**src/rtl/score_display_mux.sv**
```systemverilog
// BCD score counter with session high score and a time-multiplexed,
// active-low 7-segment scan driver (one digit selected at a time).
module score_display_mux #(
  parameter int DIGITS      = 4,
  parameter int REFRESH_CNT = 50000
) (
  input  logic                  clk,
  input  logic                  reset,
  input  logic                  add_cube,
  input  logic [3:0]            add_amt,
  input  logic                  clear_score,
  input  logic                  show_hi,
  input  logic                  blank_lz,
  output logic [7:0]            seg_out,
  output logic [DIGITS-1:0]     sel,
  output logic [4*DIGITS-1:0]   score,
  output logic [4*DIGITS-1:0]   hi_score,
  output logic                  overflow
);

  localparam int SW    = 4 * DIGITS;
  localparam int CNT_W = $clog2(REFRESH_CNT);
  localparam int IDX_W = $clog2(DIGITS);
  localparam logic [CNT_W-1:0] CNT_LAST = CNT_W'(REFRESH_CNT - 1);
  localparam logic [IDX_W-1:0] IDX_LAST = IDX_W'(DIGITS - 1);

  // Decimal ripple add of a clamped 0-9 amount; MSB of the result flags
  // saturation, in which case the sum is forced to all nines.
  function automatic logic [SW:0] bcd_add_sat(input logic [SW-1:0] a,
                                               input logic [3:0]    amt);
    logic [4:0]    d;
    logic [3:0]    c;
    logic [SW-1:0] s;
    c = (amt > 4'd9) ? 4'd9 : amt;
    s = '0;
    for (int i = 0; i < DIGITS; i++) begin
      d = {1'b0, a[4*i +: 4]} + {1'b0, c};
      if (d > 5'd9) begin
        s[4*i +: 4] = 4'(d - 5'd10);
        c           = 4'd1;
      end else begin
        s[4*i +: 4] = d[3:0];
        c           = 4'd0;
      end
    end
    if (c != 4'd0) return {1'b1, {DIGITS{4'h9}}};
    return {1'b0, s};
  endfunction

  function automatic logic [7:0] seg_encode(input logic [3:0] d);
    case (d)
      4'd0:    return 8'h03;
      4'd1:    return 8'h9F;
      4'd2:    return 8'h25;
      4'd3:    return 8'h0D;
      4'd4:    return 8'h99;
      4'd5:    return 8'h49;
      4'd6:    return 8'h41;
      4'd7:    return 8'h1F;
      4'd8:    return 8'h01;
      4'd9:    return 8'h09;
      default: return 8'hFF;
    endcase
  endfunction

  logic             add_q;
  logic             add_evt;
  logic [SW:0]      add_res;
  logic [CNT_W-1:0] cnt;
  logic [IDX_W-1:0] idx;

  assign add_evt = add_cube & ~add_q;
  assign add_res = bcd_add_sat(score, add_amt);

  always_ff @(posedge clk or posedge reset) begin
    if (reset) add_q <= 1'b0;
    else       add_q <= add_cube;
  end

  always_ff @(posedge clk or posedge reset) begin
    if (reset) begin
      score    <= '0;
      overflow <= 1'b0;
    end else if (clear_score) begin
      score    <= '0;
      overflow <= 1'b0;
    end else if (add_evt) begin
      score <= add_res[SW-1:0];
      if (add_res[SW]) overflow <= 1'b1;
    end
  end

  // Plain binary compare orders packed BCD correctly.
  always_ff @(posedge clk or posedge reset) begin
    if (reset)                 hi_score <= '0;
    else if (score > hi_score) hi_score <= score;
  end

  always_ff @(posedge clk or posedge reset) begin
    if (reset) begin
      cnt <= '0;
      idx <= '0;
    end else if (cnt == CNT_LAST) begin
      cnt <= '0;
      idx <= (idx == IDX_LAST) ? '0 : idx + 1'b1;
    end else begin
      cnt <= cnt + 1'b1;
    end
  end

  // Stage p0: select displayed value, pick the scanned digit, decide blanking
  logic [SW-1:0]     disp_val_p0;
  logic [3:0]        digit_p0;
  logic              blank_p0;
  logic              upper_zero;
  logic [DIGITS-1:0] sel_p0;

  always_comb begin
    disp_val_p0 = show_hi ? hi_score : score;
    digit_p0    = disp_val_p0[3:0];
    blank_p0    = 1'b0;
    upper_zero  = 1'b1;
    sel_p0      = '1;
    for (int i = DIGITS - 1; i >= 0; i--) begin
      upper_zero = upper_zero & (disp_val_p0[4*i +: 4] == 4'd0);
      sel_p0[i]  = (idx != IDX_W'(i));
      if (idx == IDX_W'(i)) begin
        digit_p0 = disp_val_p0[4*i +: 4];
        blank_p0 = blank_lz && (i != 0) && upper_zero;
      end
    end
  end

  // Stage p1: registered segment and digit-select outputs
  always_ff @(posedge clk or posedge reset) begin
    if (reset) begin
      seg_out <= 8'hFF;
      sel     <= '1;
    end else begin
      seg_out <= blank_p0 ? 8'hFF : seg_encode(digit_p0);
      sel     <= sel_p0;
    end
  end

endmodule
```
**config.mk**
```make
export PLATFORM = sky130hd
export DESIGN_NAME = score_display_mux
export DESIGN_NICKNAME = d
export VERILOG_FILES = /design/src/rtl/score_display_mux.sv
export SDC_FILE = /design/constraint.sdc
export NUM_CORES = 1
export LEC_CHECK = 0
export BUFFER_PORTS_ARGS = -buffer_cell sky130_fd_sc_hd__buf_2
export CORE_AREA = 4 4 94 96
export DETAILED_ROUTE_END_ITERATION = 10
export DIE_AREA = 0 0 98 100
export HOLD_SLACK_MARGIN = 0.03
export PLACE_DENSITY = 0.79
export SETUP_SLACK_MARGIN = 0.15
export SLEW_MARGIN = 25
export SYNTH_ARGS = -nofsm -noshare
export SYNTH_HDL_FRONTEND = slang
export SYNTH_SLANG_ARGS = --single-unit
```
**constraint.sdc**
```tcl
create_clock -name clk -period 6.39 [get_ports clk]
set_input_delay 1.278 -clock clk [delete_from_list [all_inputs] [get_ports clk]]
set_output_delay 1.278 -clock clk [all_outputs]
set_load 0.02 [all_outputs]
```
==> results of run 1 <==
==> stage by stage <==
stage,instances,power (mW)
final,657,1.72
after global routing,657,1.83
after CTS,653,1.71
after detailed placement,637,1.24
after global placement,637,1.22
after floorplan,494,1.05
==> logic make-up after synthesis <==
family	synth area share, %
flip-flops	34.7
adder cells (fa/ha/maj)	11.4
other	0.0819
multiplexers	7.19
AO/OA/AOI/OAI	18.2
buffers and inverters	5.79
AND/OR/NAND/NOR	18.4
XOR/XNOR	4.21
==> worst min-delay path by stage <==
| stage | start | to | slack [ps] | cells past startpoint |
|---|---|---|---|---|
| finish | cnt[0] | cnt[0] | 480 | 1 |
| global route | cnt[0] | cnt[0] | 510 | 1 |
| CTS | cnt[0] | cnt[0] | 480 | 1 |
| detailed placement | cnt[0] | cnt[0] | 470 | 1 |
| global placement | cnt[0] | cnt[0] | 460 | 1 |
| floorplan | cnt[0] | cnt[0] | 450 | 1 |
==> power groups by stage <==
stage / Sequential [mW] / Clock, mW / Combinational [mW]
after floorplan: 0.647 / 0 / 0.402
after global placement: 0.581 / 0 / 0.636
after detailed placement: 0.586 / 0 / 0.657
after CTS: 0.579 / 0.465 / 0.667
after global routing: 0.595 / 0.482 / 0.751
final: 0.582 / 0.461 / 0.676
==> layout make-up <==
class | count | area (µm²)
fillers | 653 | 2670
clock buffers | 10 | 128
well taps | 105 | 131
repair buffers | 69 | 385
inverters | 37 | 139
multi-input cells | 367 | 2880
clock inverters | 6 | 133
flip-flops and latches | 63 | 1590
==> worst max-delay path, delay by kind of cell <==
kind | cells | cell delay [ps]
xor gates and xnor gates | 1 | 180
and+or+nand+nor | 5 | 880
buffers and inverters | 3 | 220
AOI/OAI and AO/OA | 10 | 1900
adders and majority gates | 8 | 1810
==> state kept, by name, summed over array words and instances (netlist names) <==
register / count
hi_score: 16
idx: 2
score: 16
sel: 4
seg_out: 7
add_q: 1
cnt: 16
overflow: 1
==> repair_timing <==
item | in CTS | in global routing
setup buffers | 0 | 4
endpoints found under the hold margin | 0 | 0
gates resized for setup | 0 | 21
hold buffers | 0 | 0
endpoints found under the setup margin | 0 | 15
==> synthesized netlist by cell type (all sizes together) (14+ instances only) <==
cell type,instances
nor2,45
clkbuf,20
nor3,32
o21ai,17
o31a,14
inv,37
ha,40
dfrtp,52
mux2i,22
nand3,14
o32ai,18
nor4,21
nand2,20
xnor2,15
==> layer usage <==
metal  share of wire [%]  GRT usage (%)
met5                   0              0
met4                 2.1           10.6
met3                 6.4           3.89
met2                  48           38.1
met1                  43           32.6
==> key figures, run 1 <==
Floorplan
  • Starting Density: 56.9%
  • Die area: 0.00980 mm²
  • Core Box Area: 0.00805 mm²
  • Die width: 98 µm
  • Row count: 33
  • I/O Pins: 55
  • Die height: 100 µm

Critical path
  • Slowest stage delay, CP: 480 ps
  • Max Fanout on Critical Path: 8
  • Worst R2R Setup Slack: 1080 ps
  • Worst setup endpoint: score[1]
  • Worst setup path class: in2reg
  • Most used cell, CP: ha_4
  • Worst R2R End: score[1]
  • Reg2Reg Depth: 24
  • CP max stage cell: a311o_2
  • Required @ worst endpoint: 6660 ps
  • CP arrival: 6290 ps
  • Crit path from: add_amt[3]
  • RR Startpoint: score[0]
  • Worst setup EP type: register
  • Worst Setup Start Kind: input port

Yosys
  • Yosys Warn Count: 0
  • Avg Cell Area, Syn: 9.27 µm²
  • Cell count after synthesis: 494
  • Top-area cell type share of the netlist area: 28.4%
  • Netlist cell types: 62
  • Area leader, netlist: dfrtp_1
  • Post-synth ARST share: 100%
  • Register bit total from synthesis: 63
  • Mapped Nets: 545
  • Register area share after synthesis: 34.7%
  • Top cells by area, synth: dfrtp_1, ha_1, dfstp_2, mux2i_1, nor2_1
  • Mapped Area: 0.00458 mm²
  • Number of synthesized flops with an enable pin: 0
  • Top_reg_cell synth: dfrtp_1

Clock network
  • Worst-path clk slew: 70 ps
  • Root Buffer: clkbuf_8
  • Clock Tree Buf Depth: 2
  • Worst-skew pair later-pin latency: 350 ps
  • Clk sink count: 63
  • CTS tree: yes
  • H-tree lvl count: 3
  • CTS buffer count: 9

Global routing
  • Largest net degree at the start of global routing: 64
  • Initial antenna violation count: 0
  • First-pass GRT wire length: 19300 µm
  • Vias in the first global route: 3992
  • All-layer global routing usage: 24.0%
  • Total grt overflow: 0

Timing
  • WHS: 478 ps
  • Pins Over Slew Limit: 0
  • Unrepaired setup endpoints after global routing: no
  • Final setup viols: 0
  • Hold Violations, Final: 0
  • Fmax: 166 MHz
  • Period utilisation layout: 94.2%
  • Worst Tran Pin Value: 792 ps
  • Slew margin rel.: 47.2%
  • Final setup margin: 373 ps
  • Final Skew: 6.16 ps
  • Min Tclk post-route: 6020 ps
  • Fin Setup TNS: 0 ps

Layout
  • Core Util, Final: 66.9%
  • Share of layout cells above drive strength 1: 25.5%
  • Commonest non-fill, non-tap cells in the layout: buf_2, dfrtp_1, nor2_1
  • Antenna diode count: 0
  • Finished layout cell area: 0.00538 mm²
  • Most common cell after layout, fill and taps aside: buf_2
  • Area Growth Syn to Fin: 17.6%
  • Layout net count: 598

Power
  • Comb power frac: 39.3%
  • Clk pwr share: 26.8%
  • NetSw: 0.658 mW
  • Switching part of the total: 38.3%
  • Pwr dens: 319 mW/mm²
  • Peak supply drop: 163 µV
  • Reg power frac: 33.9%
  • Pint: 1.06 mW
  • Leakage: 2.39 nW

Place
  • DP Area: 0.00502 mm²
  • Placer congestion estimate: 0.875
  • Worst slack at placement: -160 ps
  • I/O Buffers: 53
  • Hpwl dp: 7850 µm

Routing
  • Drt first pass iters: 5
  • WL/cell: 17.5 µm
  • Number of DRC markers in iteration 0: 221
  • Post-DR vias/cell: 6.25
  • Final WL: 11500 µm
  • Final routed DRC violation total: 0
  • Vias: 4104
  • Final ANT Viol Nets: 0

Worst hold path
  • Hold Crit Class: reg2reg

Status
  • Status: completed

Job
  • Max-capacitance violation count: 0
No activity file was read; power rests on OpenSTA's default activity.
==> run 2: changes to the inputs <==
- ABC_CLOCK_PERIOD_IN_PS: unset -> 6390
- RECOVER_POWER: unset -> 25
==> run 2 against run 1 <==
The flow now finishes with violations (max-capacitance violations, max-slew violations). Via count down 0.49%. Non-clock buffer count is the same. Sequential share of layout area about the same. Sequential cell count unchanged. Count of clock-buffer cells in the layout stayed put. Die area is the same. Core utilization fell by 0.062 points. Fmax down 0.13%. Setup slack worse by 8.0 ps. Final cell count unchanged. Clock skew about the same. Power fell by 0.15%. Largest cell class unchanged. Largest power group unchanged. Highest routed layer unchanged.
==> key figures, run 2 (synthesized netlist as in run 1, its figures left out) <==
Routing
  • Post-DR vias/cell: 6.22
  • WL/cell: 17.5 µm
  • Vias: 4084
  • Drt first pass iters: 5
  • Final routed DRC violation total: 0
  • Number of DRC markers in iteration 0: 218
  • Final WL: 11500 µm
  • Final ANT Viol Nets: 0

Layout
  • Final non-filler cell total: 657
  • Antenna diode count: 0
  • Layout net count: 598
  • Commonest non-fill, non-tap cells in the layout: dfrtp_1, buf_2, nor2_1
  • Finished layout cell area: 0.00538 mm²
  • Share of layout cells above drive strength 1: 25.0%
  • Largest regs: cnt x16, hi_score x16, score x16
  • Core Util, Final: 66.8%
  • Area Growth Syn to Fin: 17.5%

Floorplan
  • Core Box Area: 0.00805 mm²
  • Die height: 100 µm
  • Die area: 0.00980 mm²
  • Row count: 33
  • I/O Pins: 55
  • Starting Density: 56.9%
  • Die width: 98 µm

Global routing
  • Largest net degree at the start of global routing: 64
  • Total grt overflow: 0
  • First-pass GRT wire length: 19300 µm
  • All-layer global routing usage: 24.0%
  • Initial antenna violation count: 0
  • Vias in the first global route: 3992

Timing
  • Min Tclk post-route: 6020 ps
  • Final Skew: 6.61 ps
  • Unrepaired setup endpoints after global routing: no
  • Fin Setup TNS: 0 ps
  • Pins Over Slew Limit: 64
  • Fmax: 166 MHz
  • Period utilisation layout: 94.3%
  • Hold Violations, Final: 0
  • Final setup viols: 0
  • Final setup margin: 365 ps
  • Worst Tran Pin Value: 3340 ps
  • Slew margin rel.: -123%
  • WHS: 478 ps

Place
  • Worst slack at placement: -160 ps
  • Placer congestion estimate: 0.875
  • Placed instance count: 637
  • DP Area: 0.00502 mm²
  • Hpwl dp: 7850 µm
  • I/O Buffers: 53

Power
  • Comb power frac: 39.3%
  • Reg power frac: 33.9%
  • Clk pwr share: 26.8%
  • Peak supply drop: 163 µV
  • Switching part of the total: 38.2%
  • Total chip power: 1.72 mW
  • Leakage: 2.38 nW
  • Pwr dens: 319 mW/mm²
  • Pint: 1.06 mW
  • NetSw: 0.656 mW

Critical path
  • RR Startpoint: score[0]
  • Worst setup EP type: register
  • Worst setup path class: in2reg
  • Worst R2R Setup Slack: 1070 ps
  • Reg2Reg Depth: 24
  • Max Fanout on Critical Path: 8
  • Required @ worst endpoint: 6660 ps
  • Worst setup endpoint: score[1]
  • CP arrival: 6290 ps
  • Worst Setup Start Kind: input port
  • Worst R2R End: score[1]
  • Crit path from: add_amt[3]

Worst hold path
  • Hold Crit Class: reg2reg

Clock network
  • CTS tree: yes
  • CTS buffer count: 9
  • Clock Tree Buf Depth: 2
  • Root Buffer: clkbuf_8
  • Worst-skew pair later-pin latency: 350 ps
  • Worst-path clk slew: 70 ps
  • CTS Hold Buffers Added: 0
  • Clk sink count: 63
  • H-tree lvl count: 3

Job
  • Max-capacitance violation count: 1

Status
  • Failing checks: max-capacitance violations, max-slew violations
  • Status: finished, violations left
[run 2: power by group through the flow]
stage	clock [mW]	sequential (mW)	combinational, mW
after floorplan	0	0.647	0.402
after global placement	0	0.581	0.636
final	0.460	0.582	0.675
after detailed placement	0	0.586	0.657
after CTS	0.465	0.579	0.667
after global routing	0.482	0.595	0.750
[run 2: worst min-delay path by stage]
stage | from | slack (ps) | cells past startpoint | end
2_1_floorplan | cnt[0] | 450 | 1 | cnt[0]
3_3_place_gp | cnt[0] | 460 | 1 | cnt[0]
3_5_place_dp | cnt[0] | 470 | 1 | cnt[0]
4_1_cts | cnt[0] | 480 | 1 | cnt[0]
5_1_grt | cnt[0] | 510 | 1 | cnt[0]
6_report | cnt[0] | 480 | 1 | cnt[0]
[run 2: critical path, stage by stage]
cell	delay [ps]
buf_2	100
o21ai_0	70
nand2b_1	80
ha_2	180
inv_1	60
fa_2	410
xor2_2	180
nand2_2	100
a21oi_2	160
inv_1	60
ha_2	190
ha_4	290
o21ai_0	70
or2_4	280
a2bb2oi_4	150
ha_4	170
ha_4	160
o21ai_1	90
or2_4	280
a2bb2oi_4	150
ha_4	160
ha_1	250
nand2b_4	150
a31o_2	240
a311o_2	480
a2111o_1	410
o211ai_1	90
[run 2: repair_timing]
action / in CTS / in global routing
endpoints found under the setup margin: 0 / 15
hold endpoints to repair: 0 / 0
buffers inserted: 0 / 4
gates resized for setup: 0 / 21
[run 2: layout make-up]
| cell class | count | area (µm²) |
|---|---|---|
| clock buffer | 10 | 128 |
| fill | 653 | 2670 |
| multi-input combinational | 367 | 2880 |
| clock inverter | 6 | 133 |
| inverter | 37 | 139 |
| timing repair buffer | 69 | 380 |
| sequential | 63 | 1590 |
| tap | 105 | 131 |
[run 2: routing by layer]
| metal | track usage [%] | part of all wire (%) |
|---|---|---|
| met5 | 0 | 0 |
| met4 | 10.6 | 2.7 |
| met3 | 3.89 | 5.6 |
| met2 | 38.1 | 48 |
| met1 | 32.6 | 44 |
==> run 3: changes to the inputs <==
- ABC_AREA: unset -> 1
- CORE_AREA: 4 4 94 96 -> 4 4 90 92
- DIE_AREA: 0 0 98 100 -> 0 0 94 96
- PLACE_DENSITY: 0.79 -> 0.8
==> run 3 against run 2 <==
The run still ends with max-capacitance violations, max-slew violations left. Sequential power decreased by 23%. Sequential cell count unchanged. Core utilization increased by 0.084 points. Synthesized cell count increased by 15%. Power decreased by 31%. Critical path type unchanged. Area after synthesis decreased by 7.1%. Worst hold slack got worse by 11 ps. Die area decreased by 7.9%. Critical endpoint is now score[7]. Largest power group is now registers. Fmax increased by 4.2%. Via count decreased by 3.6%. Clock power decreased by 13%.
==> key figures, run 3 <==
Floorplan
  • Starting Density: 58.9%
  • Die width: 94 µm
  • Die area: 0.00902 mm²
  • Die height: 96 µm
  • I/O Pins: 55
  • Core Box Area: 0.00721 mm²
  • Row count: 31

Critical path
  • Worst setup path class: in2reg
  • Most used cell, CP: nand2_1
  • Required @ worst endpoint: 6620 ps
  • Crit path from: add_amt[3]
  • CP arrival: 6010 ps
  • Worst setup EP type: register
  • WP buf/inv: 2
  • Worst Setup Start Kind: input port
  • Max Fanout on Critical Path: 7
  • Slowest stage delay, CP: 420 ps
  • CP max stage cell: fa_1
  • Worst path top cell family by delay: adder cells
  • RR Startpoint: score[0]

Clock network
  • H-tree lvl count: 3
  • Clk sink count: 63
  • CTS tree: yes
  • CTS buffer count: 9
  • Clock Tree Buf Depth: 2
  • Worst-path clk slew: 70 ps
  • Root Buffer: clkbuf_8
  • Number of setup buffers added after CTS: 0
  • Worst-skew pair later-pin latency: 350 ps

Global routing
  • Vias in the first global route: 3921
  • First-pass GRT wire length: 17400 µm
  • Largest net degree at the start of global routing: 64
  • All-layer global routing usage: 24.4%
  • Total grt overflow: 0
  • Initial antenna violation count: 0

Status
  • Status: finished, violations left
  • Failing checks: max-capacitance violations, max-slew violations

Layout
  • Largest regs: cnt x16, hi_score x16, score x16
  • Commonest non-fill, non-tap cells in the layout: nand2_1, inv_1, nand3_1
  • Final non-filler cell total: 727
  • Antenna diode count: 0
  • Fillers: 641
  • Area Growth Syn to Fin: 13.4%
  • Share of layout cells above drive strength 1: 15.1%
  • Most common cell after layout, fill and taps aside: nand2_1
  • Layout net count: 674

Timing
  • Pins Over Slew Limit: 64
  • Fmax: 173 MHz
  • Final setup viols: 0
  • Final Skew: 9.21 ps
  • Hold Violations, Final: 0
  • Worst Tran Pin Value: 3260 ps
  • Period utilisation layout: 90.5%
  • Fin Setup TNS: 0 ps
  • WHS: 468 ps
  • Min Tclk post-route: 5780 ps
  • Unrepaired setup endpoints after global routing: no
  • Slew margin rel.: -117%

Yosys
  • Top-area cell type share of the netlist area: 30.6%
  • Xor and xnor area share after synthesis: 2.88%
  • Register area share after synthesis: 37.4%
  • Area leader, netlist: dfrtp_1
  • Number of synthesized flops with an enable pin: 0
  • Post-synthesis mux area share: 0%
  • Synth top cells by count: nand2_1, inv_1, nand3_1, dfrtp_1, ha_1
  • Largest family of logic cells by synthesized area: simple AND/OR/NAND/NOR gates
  • Netlist cell types: 37
  • Mapped Nets: 619
  • Simple-Gate Fraction of Synth Area: 31.8%
  • Top cells by area, synth: dfrtp_1, nand2_1, ha_1, nand3_1, dfstp_2
  • Mapped Area: 0.00425 mm²
  • Yosys Warn Count: 0
  • Compound-Gate Fraction of Synth Area: 7.06%
  • Top_reg_cell synth: dfrtp_1
  • Avg Cell Area, Syn: 7.49 µm²
  • Post-synth ARST share: 100%
  • Count leader, synth: nand2_1
  • Register bit total from synthesis: 63
  • Cell count after synthesis: 568
  • Adder-cell share of the synthesized area: 12.2%

Routing
  • Number of DRC markers in iteration 0: 237
  • Vias: 3935
  • Final routed DRC violation total: 0
  • Post-DR vias/cell: 5.41
  • Final WL: 10200 µm
  • WL/cell: 14.0 µm
  • Final ANT Viol Nets: 0
  • Drt first pass iters: 5

Place
  • Hpwl dp: 7560 µm
  • I/O Buffers: 53
  • Placed instance count: 711
  • Placer congestion estimate: 0.927

Power
  • Pwr dens: 245 mW/mm²
  • Peak supply drop: 137 µV
  • Leakage: 2.66 nW
  • Total chip power: 1.18 mW

Worst hold path
  • Hold Crit Class: reg2reg
  • Hold_sp: cnt[0]

Job
  • Max-capacitance violation count: 1
-- run 3: cell types whose count changed after synthesis, moves of 10 or more --
cell and delta:
nand2_1 +152, nand3_1 +59, inv_1 +40, nor3_1 -24, mux2i_1 -22, clkbuf_1 -18
o32ai_1 -18, nor4_1 -17, o31a_1 -14, nor2_1 -12, a21oi_1 +10, nand2b_1 -10
-- run 3: per-stage QoR --
stage / instance area, µm² / worst slack (ps) / utilization [%]
2_1_floorplan: 4250 / 892 / -
3_3_place_gp: 4580 / 582 / 63.5
5_1_grt: 4820 / 172 / 66.9
3_5_place_dp: 4580 / 94.9 / 63.5
6_report: 4820 / 609 / 66.9
4_1_cts: 4810 / 473 / 66.7
-- run 3: path summary, 6_finish.rpt --
| kind | to | slack (ps) | cells after the start |
|---|---|---|---|
| min in group asynchronous | cnt[12] | 2160 | 3 |
| min reg2reg | cnt[0] | 470 | 1 |
| min | cnt[0] | 470 | 1 |
| max in group asynchronous | hi_score[9] | 2390 | 3 |
| max reg2reg | score[7] | 1300 | 28 |
| max | score[7] | 610 | 31 |
-- run 3: layer usage --
layer | GRT usage, % | routed length (µm)
met1 | 30.1 | 4400
met3 | 6.33 | 667
met4 | 8.78 | 159
met2 | 41.6 | 4970
met5 | 0 | 0
-- run 3: report_power, final --
| group | internal [mW] | switching (mW) |
|---|---|---|
| registers | 0.434 | 0.0163 |
| logic | 0.0911 | 0.241 |
| clock network | 0.240 | 0.159 |
| total | 0.765 | 0.416 |
-- run 3: kinds of logic (layout without fill, tap and decap cells) --
| family | after synthesis | in the layout |
|---|---|---|
| buf+inv | 89 | 149 |
| fa+ha+maj | 41 | 41 |
| flops | 63 | 63 |
| other cells | 1 | 1 |
| xor+xnor | 14 | 14 |
| simple gates | 307 | 307 |
| compound gates | 53 | 53 |
-- run 3: layout make-up --
class                   count  area (µm²)  share of cell area [%]
clock buffers              11         151                    3.14
clock inverters             5        80.1                    1.66
inverters                  79         297                    6.15
multi-input cells         416        2310                    48.0
flip-flops and latches     63        1590                    33.0
well taps                  99         124                    2.57
repair buffers             54         269                    5.58
-- run 3: what timing repair did --
item | 4_1_cts | 5_1_grt
hold buffers | 0 | 0
endpoints found under the setup margin | 0 | 15
resized for setup | 0 | 5
